--- config.mk ---
export PLATFORM = sky130hd
export DESIGN_NAME = bridge_tx_sched
export DESIGN_NICKNAME = d
export VERILOG_FILES = /design/src/rtl/bridge_tx_sched_pkg.sv /design/src/rtl/bridge_rr_arb.sv /design/src/rtl/bridge_tx_sched.sv
export SDC_FILE = /design/constraint.sdc
export NUM_CORES = 1
export LEC_CHECK = 0
export BUFFER_PORTS_ARGS = -buffer_cell sky130_fd_sc_hd__buf_2
export CORE_ASPECT_RATIO = 0.5
export CORE_MARGIN = 5
export CORE_UTILIZATION = 50
export CTS_CLUSTER_DIAMETER = 200
export DETAILED_ROUTE_END_ITERATION = 8
export MAX_ROUTING_LAYER = met4
export PLACE_DENSITY = 0.92
export RECOVER_POWER = 100
export SLEW_MARGIN = 20
export SYNTH_ARGS = -nofsm -noshare
export SYNTH_HDL_FRONTEND = slang
export SYNTH_SLANG_ARGS = --single-unit
--- constraint.sdc ---
create_clock -name clk -period 2.25 [get_ports clk]
set_input_delay 0.225 -clock clk [delete_from_list [all_inputs] [get_ports clk]]
set_output_delay 0.225 -clock clk [all_outputs]
set_load 0.005 [all_outputs]
--- src/rtl/bridge_tx_sched_pkg.sv ---
// Shared constants for the two-requester tx scheduler: default bus width,
// watchdog limit and FSM state encodings.
package bridge_tx_sched_pkg;

    localparam int DATA_MSB_DEF    = 31;
    localparam int TIMEOUT_CYC_DEF = 255;

    localparam logic [1:0] ST_IDLE  = 2'd0;
    localparam logic [1:0] ST_ISSUE = 2'd1;
    localparam logic [1:0] ST_WAIT  = 2'd2;
    localparam logic [1:0] ST_DONE  = 2'd3;

    // Bits needed to hold 0..limit; never narrower than one bit.
    function automatic int cnt_width(input int limit);
        return (limit < 2) ? 1 : $clog2(limit + 1);
    endfunction

endpackage

--- src/rtl/bridge_rr_arb.sv ---
// Two-way round-robin winner select; purely combinational.
module bridge_rr_arb (
    input  logic req0,
    input  logic req1,
    input  logic last,
    output logic winner
);

    // On a tie the requester that was not served last wins; a lone request always wins.
    always_comb begin
        // NOTE: default assignment first so every path drives winner and no latch is inferred.
        winner = 1'b0;
        if (req0 && req1) begin
            winner = ~last;
        end else if (req1) begin
            winner = 1'b1;
        end
    end

endmodule

--- src/rtl/bridge_tx_sched.sv ---
// Schedules two level-request payload sources onto a single tx port and
// tracks each transfer through to the tx sent confirmation.
module bridge_tx_sched
    import bridge_tx_sched_pkg::*;
#(
    parameter int DATA_MSB    = DATA_MSB_DEF,
    parameter int TIMEOUT_CYC = TIMEOUT_CYC_DEF
) (
    input  logic              clk,
    input  logic              reset,
    input  logic              req0,
    input  logic [DATA_MSB:0] data0,
    output logic              gnt0,
    output logic              done0,
    input  logic              req1,
    input  logic [DATA_MSB:0] data1,
    output logic              gnt1,
    output logic              done1,
    output logic [DATA_MSB:0] sdata,
    output logic              vi,
    input  logic              snt,
    output logic              busy,
    output logic              timeout
);

    localparam int               CNT_W   = cnt_width(TIMEOUT_CYC);
    localparam logic [CNT_W-1:0] CNT_MAX = CNT_W'(TIMEOUT_CYC);

    logic [1:0]       state;
    logic             owner;
    logic             last;
    logic             winner;
    logic [CNT_W-1:0] wd_cnt;

    bridge_rr_arb u_arb (
        .req0   (req0),
        .req1   (req1),
        .last   (last),
        .winner (winner)
    );

    assign busy = (state != ST_IDLE);

    // Pulse outputs default low each cycle and are raised only by the transition that owns them.
    always_ff @(posedge clk) begin
        if (reset) begin
            state   <= ST_IDLE;
            owner   <= 1'b0;
            last    <= 1'b1;
            sdata   <= '0;
            vi      <= 1'b0;
            gnt0    <= 1'b0;
            gnt1    <= 1'b0;
            done0   <= 1'b0;
            done1   <= 1'b0;
            wd_cnt  <= '0;
            timeout <= 1'b0;
        end else begin
            // NOTE: non-blocking assignments so every register sees pre-edge values of the others.
            vi    <= 1'b0;
            gnt0  <= 1'b0;
            gnt1  <= 1'b0;
            done0 <= 1'b0;
            done1 <= 1'b0;
            case (state)
                ST_IDLE: begin
                    if (req0 || req1) begin
                        state <= ST_ISSUE;
                        owner <= winner;
                        sdata <= winner ? data1 : data0;
                        vi    <= 1'b1;
                        gnt0  <= ~winner;
                        gnt1  <= winner;
                    end
                end
                ST_ISSUE: begin
                    state  <= ST_WAIT;
                    wd_cnt <= '0;
                end
                ST_WAIT: begin
                    // Watchdog only flags a stuck transfer; the FSM keeps waiting for snt.
                    if (wd_cnt != CNT_MAX) begin
                        wd_cnt <= wd_cnt + 1'b1;
                    end
                    if (wd_cnt == CNT_MAX - 1'b1) begin
                        timeout <= 1'b1;
                    end
                    if (snt) begin
                        state <= ST_DONE;
                        last  <= owner;
                        done0 <= ~owner;
                        done1 <= owner;
                    end
                end
                default: begin
                    state <= ST_IDLE;
                end
            endcase
        end
    end

endmodule
Word level (Yosys, flattened, before mapping)
Index checks and enable logic that the tools add are counted.
- bits in registers: 50
- input bits: 69
- output and inout port bits: 39
- logic and storage cells: 48
- add/sub/neg operators: 1
- equality and inequality tests: 7
- muxes and demuxes: 9
- bitwise operators: 7
- reductions and logical operators: 13
- operators by type and width (operator ; count):
    $mux W32 ; 1
    $pmux W8 S2 ; 1
    $reduce_and A2 Y1 ; 5
    $add A8 B1 Y8 const B ; 1
    $eq A8 B8 Y1 const B ; 1
    $mux W8 ; 1
    $ne A8 B8 Y1 const B ; 1
    $not A1 Y1 ; 7
    $ne A2 B2 Y1 const B ; 3
    $pmux W2 S3 ; 1
    $reduce_or A3 Y1 ; 2
    $mux W2 ; 2
    $reduce_bool A2 Y1 ; 2
    $mux W1 ; 3
    $eq A2 B1 Y1 const B ; 1
    $eq A2 B2 Y1 const B ; 1
    $logic_not A2 Y1 ; 1
    $reduce_or A2 Y1 ; 1
    $logic_and A1 B1 Y1 ; 1
    $logic_or A1 B1 Y1 ; 1

Depth between registers and ports, before layout
Gate-level depths: netlist (run 1).
- depth in word-level cells: 3
- gate-level depth with buffers: 8
- mapped depth without buffers: 6

Hierarchy
From an unflattened synthesis (run 1), not the netlist that was laid out.
- cell total of the unflattened synthesis: 205
- area total of the unflattened synthesis: 2210.9 sq um
- modules (own cells, without submodules) (module ; times used ; cells an instance ; area each (sq um) ; seq. area each (sq um)):
    bridge_tx_sched ; 1 ; 204 ; 2199.6 ; 1001.0
    bridge_rr_arb ; 1 ; 1 ; 11.3 ; 0.0

Worst setup path before layout (run 1)
OpenSTA, ideal clock, no wires.
- kind: reg-to-reg
- start: register state[0]
- end: register state[0]
- library setup time: 128 ps
- arrival: 1390 ps
- data required time: 2122 ps
- slack: 732 ps
- stages on the path, launching flop included: 8
- buffers on the path: 1
- period minus slack after synthesis: 1518 ps
- path through: dfxtp_1 inv_1 ha_1 buf_2 inv_1 a2bb2oi_1 mux2i_1 nor2_1
- word-level cells in the longest chain between the ends: 3
- elaborated cells between the ends (all ways): 7
- those cells by class: eq/ne: 4; mux: 1; reduce/logical: 2
- ends and longest elaborated chain (what ; RTL line ; text):
    from (decl) ; bridge_tx_sched.sv:29 ; logic [1:0] state;
    from (signal assigned) ; bridge_tx_sched.sv:47 ; state <= ST_IDLE;
    from (signal assigned) ; bridge_tx_sched.sv:68 ; state <= ST_ISSUE;
    from (signal assigned) ; bridge_tx_sched.sv:77 ; state <= ST_WAIT;
    $eq A2 B2 Y1 or $logic_not A2 Y1 (tied branches) ; bridge_tx_sched.sv:65 ; case (state)
    $ne A2 B2 Y1 (no source line) ; n/a ;
    $reduce_and A2 Y1 (no source line) ; n/a ;
Several ways; a longest one is shown, not always the timed one.
A chain may end at the register's enable or synchronous reset.

Worst setup path in the final report (run 1)
- start: register last
- end: register sdata[23]
- word-level cells in the longest chain between the ends: 3
- ends and longest elaborated chain (what ; RTL line ; text):
    from (decl) ; bridge_tx_sched.sv:31 ; logic last;
    from (signal assigned) ; bridge_tx_sched.sv:90 ; last <= owner;
    $not A1 Y1 ; bridge_rr_arb.sv:14 ; winner = ~last;
    $mux W1 ; bridge_rr_arb.sv:13 ; if (req0 && req1) begin
    $mux W32 ; bridge_tx_sched.sv:70 ; sdata <= winner ? data1 : data0;
    to (signal assigned) ; bridge_tx_sched.sv:70 ;
    to (decl) ; bridge_tx_sched.sv:19 ; output logic [DATA_MSB:0] sdata,
Every way passes these cells.

==> results of run 1 <==
==> critical path, delay by kind of cell, from the launching register on <==
kind | cells | cell delay (ns)
mux | 1 | 0.23
flops | 1 | 0.33
buf+inv | 1 | 0.28
compound gates | 2 | 0.86
==> through the flow <==
step	instance area, um2	worst slack (ns)	power (mW)	utilization (%)	instances
2_1_floorplan	2280	0.732	2.11	-	236
3_3_place_gp	2810	0.662	2.47	63.9	387
3_5_place_dp	2810	0.528	2.55	63.9	387
4_1_cts	2920	0.529	3.18	66.4	395
5_1_grt	2880	0.212	3.36	65.5	395
6_report	2880	0.403	3.13	65.5	395
==> final cells by class <==
type	count	area [um2]
Inverter	8	30.0
Timing Repair Buffer	111	547
Fill cell	342	1520
Multi-Input combinational cell	161	1130
Clock inverter	3	40.0
Sequential cell	50	1000
Clock buffer	5	68.8
Tap cell	57	71.3
==> cells in the mapped netlist, types with 2 or more instances <==
library cell               number  area [um2]
sky130_fd_sc_hd__o21ai_0        3        15.0
sky130_fd_sc_hd__buf_12         3        60.1
sky130_fd_sc_hd__clkbuf_1       4        15.0
sky130_fd_sc_hd__mux2i_1       34         340
sky130_fd_sc_hd__a21o_1         2        15.0
sky130_fd_sc_hd__nand4_1        5        31.3
sky130_fd_sc_hd__buf_2          8        40.0
sky130_fd_sc_hd__ha_1           6        75.1
sky130_fd_sc_hd__nand3_1        2        10.0
sky130_fd_sc_hd__inv_1          7        26.3
sky130_fd_sc_hd__and2_1         2        12.5
sky130_fd_sc_hd__dfxtp_1       50        1000
sky130_fd_sc_hd__a211o_1        2        17.5
sky130_fd_sc_hd__and3_1         3        18.8
sky130_fd_sc_hd__nor2_1        44         165
sky130_fd_sc_hd__a211oi_1      32         240
sky130_fd_sc_hd__a21oi_1        3        15.0
sky130_fd_sc_hd__nor4_1         3        18.8
sky130_fd_sc_hd__nor3_1         2        10.0
sky130_fd_sc_hd__nand2_1        4        15.0
sky130_fd_sc_hd__nor3b_1        2        15.0
==> sequential cells by signal (all words and copies together), names as in the netlist <==
| signal | cells |
|---|---|
| timeout | 1 |
| last | 1 |
| sdata | 32 |
| gnt0 | 1 |
| done0 | 1 |
| gnt1 | 1 |
| state | 2 |
| owner | 1 |
| wd_cnt | 8 |
| vi | 1 |
| done1 | 1 |
==> how the worst max path moves through the flow <==
stage / from / end / slack (ns) / cells after the start
after floorplan: state[0]$_SDFFE_PP0P_ / state[0]$_SDFFE_PP0P_ / 0.73 / 7
after global placement: req0 / sdata[10]$_SDFFE_PP0P_ / 0.66 / 5
after detailed placement: state[0]$_SDFFE_PP0P_ / state[1]$_SDFFE_PP0P_ / 0.53 / 6
after CTS: state[0]$_SDFFE_PP0P_ / state[1]$_SDFFE_PP0P_ / 0.53 / 6
after global routing: last$_SDFFE_PP1P_ / sdata[15]$_SDFFE_PP0P_ / 0.21 / 4
final: last$_SDFFE_PP1P_ / sdata[23]$_SDFFE_PP0P_ / 0.40 / 4
==> cells in the final DEF (no fill, tap or decap), drive strengths merged, types with 2 or more instances in the layout <==
cell and count:
clkbuf 29, nand3 2, a211o 2, clkinv 2
nor3 2, a21oi 3, and2 2, a21boi 2
and3 3, o21ai 3, a211oi 33, ha 6
nor2 44, nor4 3, inv 8, dfxtp 50
mux2i 34, nand4 5, nand2 4, buf 87
nor3b 2, a21o 2
==> power groups by stage <==
stage	sequential, mW	combinational, mW	clock (mW)
after global placement	1.30	1.17	0
after floorplan	1.33	0.784	0
final	1.30	1.20	0.623
after global routing	1.33	1.36	0.670
after detailed placement	1.32	1.23	0
after CTS	1.30	1.24	0.633
==> cells by family after synthesis <==
group	Yosys count	synth area share, %
mux	34	14.9
flops	50	43.8
fa+ha+maj	6	3.29
compound gates	52	17.2
buf+inv	25	7.18
simple gates	69	13.6
==> layer usage <==
metal	up-vias	global-route usage, %
met3	16	4.56
li1	1055	-
met1	988	19.0
met5	-	-
met2	82	41.8
met4	0	8.30
==> reports/metrics.yaml, run 1 <==
status: "complete, no violations"
drt-total-wl_mm: 6.10
fp.dieArea_mm2: 0.00610
max_buffers_root_to_sink: 2
wl_per_cell_um: 15.5
postSynthRegisterBits: 50
initial_utilization_pct: 51.9
fp.dieW_um: 106
dr.first_iter.drc_count: 115
remaining_drc_errors: 0
met1Wirelength_mm: 2.17
holdPathEnd: "done0$_SDFF_PP0_"
synth_sequential_area_ratio_pct: 43.8
die-height_um: 57.8
p_leak_nw: 1.29
numClockSinks: 50
globalRouteOverflowTotal: 0
layout_min_cycle_time_ns: 1.85
timing.critical_path.to_type: "flop"
core.rowCount: 17
critical_path_arrival_ns: 2.02
timing.reg2reg.setup_slack_ns: 0.40
nets: 412
place_hpwl_mm: 4.65
clock_skew_ns: 0.00885
power_frac_seq_pct: 41.7
via_per_inst: 5.42
vias_in_the_first_global_route: 2180
syn-instance-count: 236
final_hold_viol_count: 0
synth_async_sr_flop_share_pct: 0
gp_congestion: 0.839
clk_root_buffer_cell: "sky130_fd_sc_hd__clkbuf_8"
cp_cell_instances: "a21boi_2 -> buf_12 -> mux2i_1 -> a211oi_1"
final.period_utilization_pct: 82.1
timing.reg2reg.worst_path_depth: 4
maxUsedRoutingLayer: "met4"
hold_ws_ns: 0.175
final_layout_size_suffix_gt1_share_pct: 28.7
rsz0062_at_grt: "no"
number_of_antenna_violations_at_the_first_check_in_global_routing: 0
min_path_cells: 3
drt_pre_antenna_iters: 4
skew_pair_late_insertion_delay_ns: 0.30
synth.avg_cell_area_um2: 9.68
ys_dominant_reg_cell: "sky130_fd_sc_hd__dfxtp_1"
power-per-cell-area_mw_per_mm2: 1090
io_buffers: 107
wl_met2_mm: 3.52
power_frac_comb_pct: 38.4
yosysWarningCount: 0
cts_tree: "yes"
netlist-cell-type-count: 36
number_of_slew_limit_violations_in_the_final_report: 0
relSlewSlack_pct: 33.8
worst_setup_hold_path_clk_slew_ns: 0.09
via_count: 2141
io-pin-count: 108
worst_r2r_endpoint: "sdata[23]$_SDFFE_PP0P_"
flow.area_growth_from_synthesis_pct: 26.3
grt_util_all_layers_pct: 20.6
swShare_pct: 36.7
crit_path_top_delay_cell: "sky130_fd_sc_hd__a21boi_2"
net-switching-power_mw: 1.15
achievable-frequency_mhz: 541
synth.net_count: 311
global_route_wire_length_before_repair_mm: 9.81
cts_inserted_buffers: 5
r2r_start: "last$_SDFFE_PP1P_"
drt.antenna.violating_nets: 0
worst_path_maximum_fanout: 22
timing_worst_setup_path_type: "reg2reg"
met3WireLength_um: 269
hold_fix_buffers_cts: 0
n_antenna_cell: 0
post_cts_resized: 0
largest_net_degree_at_the_start_of_global_routing: 41
power.ir.vdd_worst_v: 0.000567
critical_path_required_ns: 2.42
clkPwrFrac_pct: 19.9
tns_ns: 0
synth_edf_count: 0
biggest_cell_delay_along_the_critical_path_ns: 0.77
postCtsSetupBuffers: 0
h-tree-depth: 2
mappedNetlistArea_mm2: 0.00228
holdCritStartpoint: "snt"
crit_path_start_kind: "flop"
worst_tran_pin_value_ns: 0.987
core_area_mm2: 0.00440
design_internal_power_mw: 1.98
min_path_type: "in2reg"
drv.max_cap_violation_count: 0
setup-violations-final: 0
No activity file was read; power rests on OpenSTA's default activity.
==> inputs of run 2 (changes only) <==
Settings changed: ABC_AREA from default to 1, CORE_UTILIZATION 50 to 45, PLACE_DENSITY 0.92 to 0.86.
Clock period 2.25 ns to 1.78 ns, I/O delays scaled along.
==> reports/metrics.yaml, run 2 <==
status: "complete, no violations"
core_area_mm2: 0.00453  # +2.9%
die-height_um: 59.1  # +2.3%
kind_of_cell_adding_the_most_delay_to_the_critical_path: "buffers and inverters"
mostFrequentLayoutCells: "sky130_fd_sc_hd__nand2_1 (113), sky130_fd_sc_hd__buf_2 (86), sky130_fd_sc_hd__dfxtp_1 (50)"
yosys.area_share.simple_pct: 33.0  # +19 points
synth.largest_area_cell: "sky130_fd_sc_hd__dfxtp_1"
power.ir.vdd_worst_v: 0.000482  # -15%
syn-instance-count: 297  # +26%
wl_per_cell_um: 12.0  # -23%
hold_fix_buffers_cts: 0  # unchanged
rsz0062_at_grt: "no"
achievable-frequency_mhz: 647  # +19%
io_buffers: 107  # unchanged
synth_area_in_compound_gates_pct: 10.1  # -7.1 points
critical_path.most_common_cell: "sky130_fd_sc_hd__inv_2"
drt_pre_antenna_iters: 4  # unchanged
biggest_cell_delay_along_the_critical_path_ns: 0.35  # -0.42 ns
critical_path_required_ns: 2.02  # -0.40 ns
max_buffers_root_to_sink: 2  # unchanged
relSlewSlack_pct: 74.3  # +40 points
mappedNetlistArea_mm2: 0.00217  # -4.9%
initial_utilization_pct: 47.9  # -3.9 points
total_power_mw: 3.38  # +8.0%
fp.dieArea_mm2: 0.00640  # +4.9%
largest_reg_flops: 32  # unchanged
synth_async_sr_flop_share_pct: 0  # unchanged
drt-total-wl_mm: 5.61  # -8.0%
number_of_slew_limit_violations_in_the_final_report: 0  # unchanged
clk_root_buffer_cell: "sky130_fd_sc_hd__clkbuf_8"
fill_cells: 419  # +23%
synth_edf_count: 0  # unchanged
dr.first_iter.drc_count: 74  # -36%
cts_inserted_buffers: 5  # unchanged
layout_min_cycle_time_ns: 1.55  # -0.301 ns
final_common_cell: "sky130_fd_sc_hd__nand2_1"
vias_in_the_first_global_route: 2078  # -4.7%
skew_pair_late_insertion_delay_ns: 0.30  # about the same
worst_tran_pin_value_ns: 0.385  # -0.602 ns
gp_congestion: 0.845  # +0.70%
synth.top_cell.area_share_pct: 46.1  # +2.3 points
ys_dominant_reg_cell: "sky130_fd_sc_hd__dfxtp_1"
largest_net_degree_at_the_start_of_global_routing: 24  # -41%
synth.avg_cell_area_um2: 7.31  # -24%
setup-violations-final: 0  # unchanged
ys_top_cells_by_area: "sky130_fd_sc_hd__dfxtp_1 (46%), sky130_fd_sc_hd__nand2_1 (20%), sky130_fd_sc_hd__nand3_1 (7.8%)"
synth_sequential_area_ratio_pct: 46.1  # +2.3 points
postSynthRegisterBits: 50  # unchanged
crit_path_start_kind: "flop"
synth.most_common_cell: "sky130_fd_sc_hd__nand2_1"
final.period_utilization_pct: 86.9  # +4.8 points
multiplexer_share_of_the_synthesized_area_pct: 0  # -15 points
cts_tree: "yes"
remaining_drc_errors: 0  # unchanged
worst_setup_hold_path_clk_slew_ns: 0.09  # about the same
min_path_type: "in2reg"
netlist-cell-type-count: 23  # -36%
timing.critical_path.buf_inv: 4  # +3
final_layout_size_suffix_gt1_share_pct: 26.1  # -2.6 points
fp.dieW_um: 108  # +2.5%
cp_cell_instances: "inv_1 -> ha_1 -> inv_2 -> nor2_4 -> inv_2 -> nor2_4 -> nand2_1 -> inv_2 -> nand2_1 -> nand3_1"
synth_fa_ha_area_share_pct: 3.46  # +0.17 points
globalRouteOverflowTotal: 0  # unchanged
core.rowCount: 17  # unchanged
io-pin-count: 108  # unchanged
via_count: 2251  # +5.1%
synth.top_cells.by_count: "sky130_fd_sc_hd__nand2_1 (113), sky130_fd_sc_hd__dfxtp_1 (50), sky130_fd_sc_hd__nand3_1 (34), sky130_fd_sc_hd__inv_1 (16), sky130_fd_sc_hd__o21ai_0 (15)"
flow.area_growth_from_synthesis_pct: 30.1
synth.net_count: 372  # +20%
clock_skew_ns: 0.00682  # -0.00203 ns
synth_top_family_by_area: "simple AND/OR/NAND/NOR gates"
nets: 477  # +16%
timing.critical_path.to_type: "flop"
power-per-cell-area_mw_per_mm2: 1200  # +10%
yosysWarningCount: 0  # unchanged
h-tree-depth: 2  # unchanged
post_cts_resized: 0  # unchanged
top_regs: "sdata: 32 flops, wd_cnt: 8 flops, state: 2 flops"
grt_util_all_layers_pct: 17.7  # -2.9 points
number_of_antenna_violations_at_the_first_check_in_global_routing: 0  # unchanged
p_leak_nw: 1.34  # +4.0%
numClockSinks: 50  # unchanged
critical_path_arrival_ns: 1.79  # -0.23 ns
timing_worst_setup_path_type: "reg2reg"
n_antenna_cell: 0  # unchanged
global_route_wire_length_before_repair_mm: 8.96  # -8.7%
drv.max_cap_violation_count: 0  # unchanged
final_hold_viol_count: 0  # unchanged
top_register: "sdata"
place_hpwl_mm: 4.22  # -9.4%
worst_path_maximum_fanout: 22  # unchanged
postCtsSetupBuffers: 0  # unchanged
tns_ns: 0  # unchanged
crit_path_top_delay_cell: "sky130_fd_sc_hd__dfxtp_1"
drt.antenna.violating_nets: 0  # unchanged
via_per_inst: 4.80  # -11%
synth-xor-area-share_pct: 0  # unchanged
-- run 2: cell count changes after synthesis, sizes merged, moves of 4 or more --
cell,before,now
mux2i,34,0
nor2,44,16
o21ai,3,15
a211oi,33,0
a31oi,1,11
inv,8,19
a21oi,3,12
nand3,2,34
nand2,4,114
nand4,5,1
-- run 2: logic make-up after synthesis --
| group | Yosys count |
|---|---|
| fa+ha+maj | 6 |
| buf+inv | 32 |
| compound gates | 40 |
| flops | 50 |
| simple gates | 169 |
-- run 2: layout make-up --
class	count	area (um2)	share of cell area, %
clock buffers	6	72.6	2.57
clock inverters	2	37.5	1.33
inverters	19	71.3	2.52
multi-input cells	215	1010	35.8
flip-flops and latches	50	1000	35.4
well taps	66	82.6	2.92
repair buffers	111	549	19.4
-- run 2: worst reg2reg max path: stages (launching register included) --
cell	delay, ns
sky130_fd_sc_hd__dfxtp_1	0.35
sky130_fd_sc_hd__inv_1	0.08
sky130_fd_sc_hd__ha_1	0.18
sky130_fd_sc_hd__inv_2	0.06
sky130_fd_sc_hd__nor2_4	0.12
sky130_fd_sc_hd__inv_2	0.07
sky130_fd_sc_hd__nor2_4	0.08
sky130_fd_sc_hd__nand2_1	0.06
sky130_fd_sc_hd__inv_2	0.29
sky130_fd_sc_hd__nand2_1	0.11
sky130_fd_sc_hd__nand3_1	0.09
-- run 2: power breakdown --
group | internal, mW | switching (mW)
Sequential | 1.41 | 0.146
Clock | 0.419 | 0.365
Combinational | 0.417 | 0.625
Total | 2.24 | 1.14
-- run 2: worst paths after layout --
| kind | start | to | slack (ns) | cells after the start |
|---|---|---|---|---|
| max | state[1]$_SDFFE_PP0P_ | sdata[13]$_SDFFE_PP0P_ | 0.23 | 10 |
| min | data0[4] | sdata[4]$_SDFFE_PP0P_ | 0.07 | 3 |
| max reg2reg | state[1]$_SDFFE_PP0P_ | sdata[13]$_SDFFE_PP0P_ | 0.23 | 10 |
| min reg2reg | owner$_SDFFE_PP0P_ | done0$_SDFF_PP0_ | 0.44 | 1 |
-- run 2: stage by stage --
stage	hold slack, ns	setup WS [ns]	instance area (um2)	util (%)	std cells
after floorplan	0.247	0.421	2170	-	297
after global placement	0.375	0.303	2740	60.6	461
after detailed placement	0.382	0.246	2740	60.6	461
after CTS	0.0656	0.213	2850	63.0	469
after global routing	0.0710	0.0474	2830	62.4	469
final	0.0744	0.233	2830	62.4	469
-- run 2: layer usage --
| layer | part of all wire, % | track usage (%) |
|---|---|---|
| met2 | 51 | 31.2 |
| met1 | 43 | 20.1 |
| met4 | 2.0 | 6.47 |
| met5 | 0 | - |
| met3 | 4.2 | 3.70 |
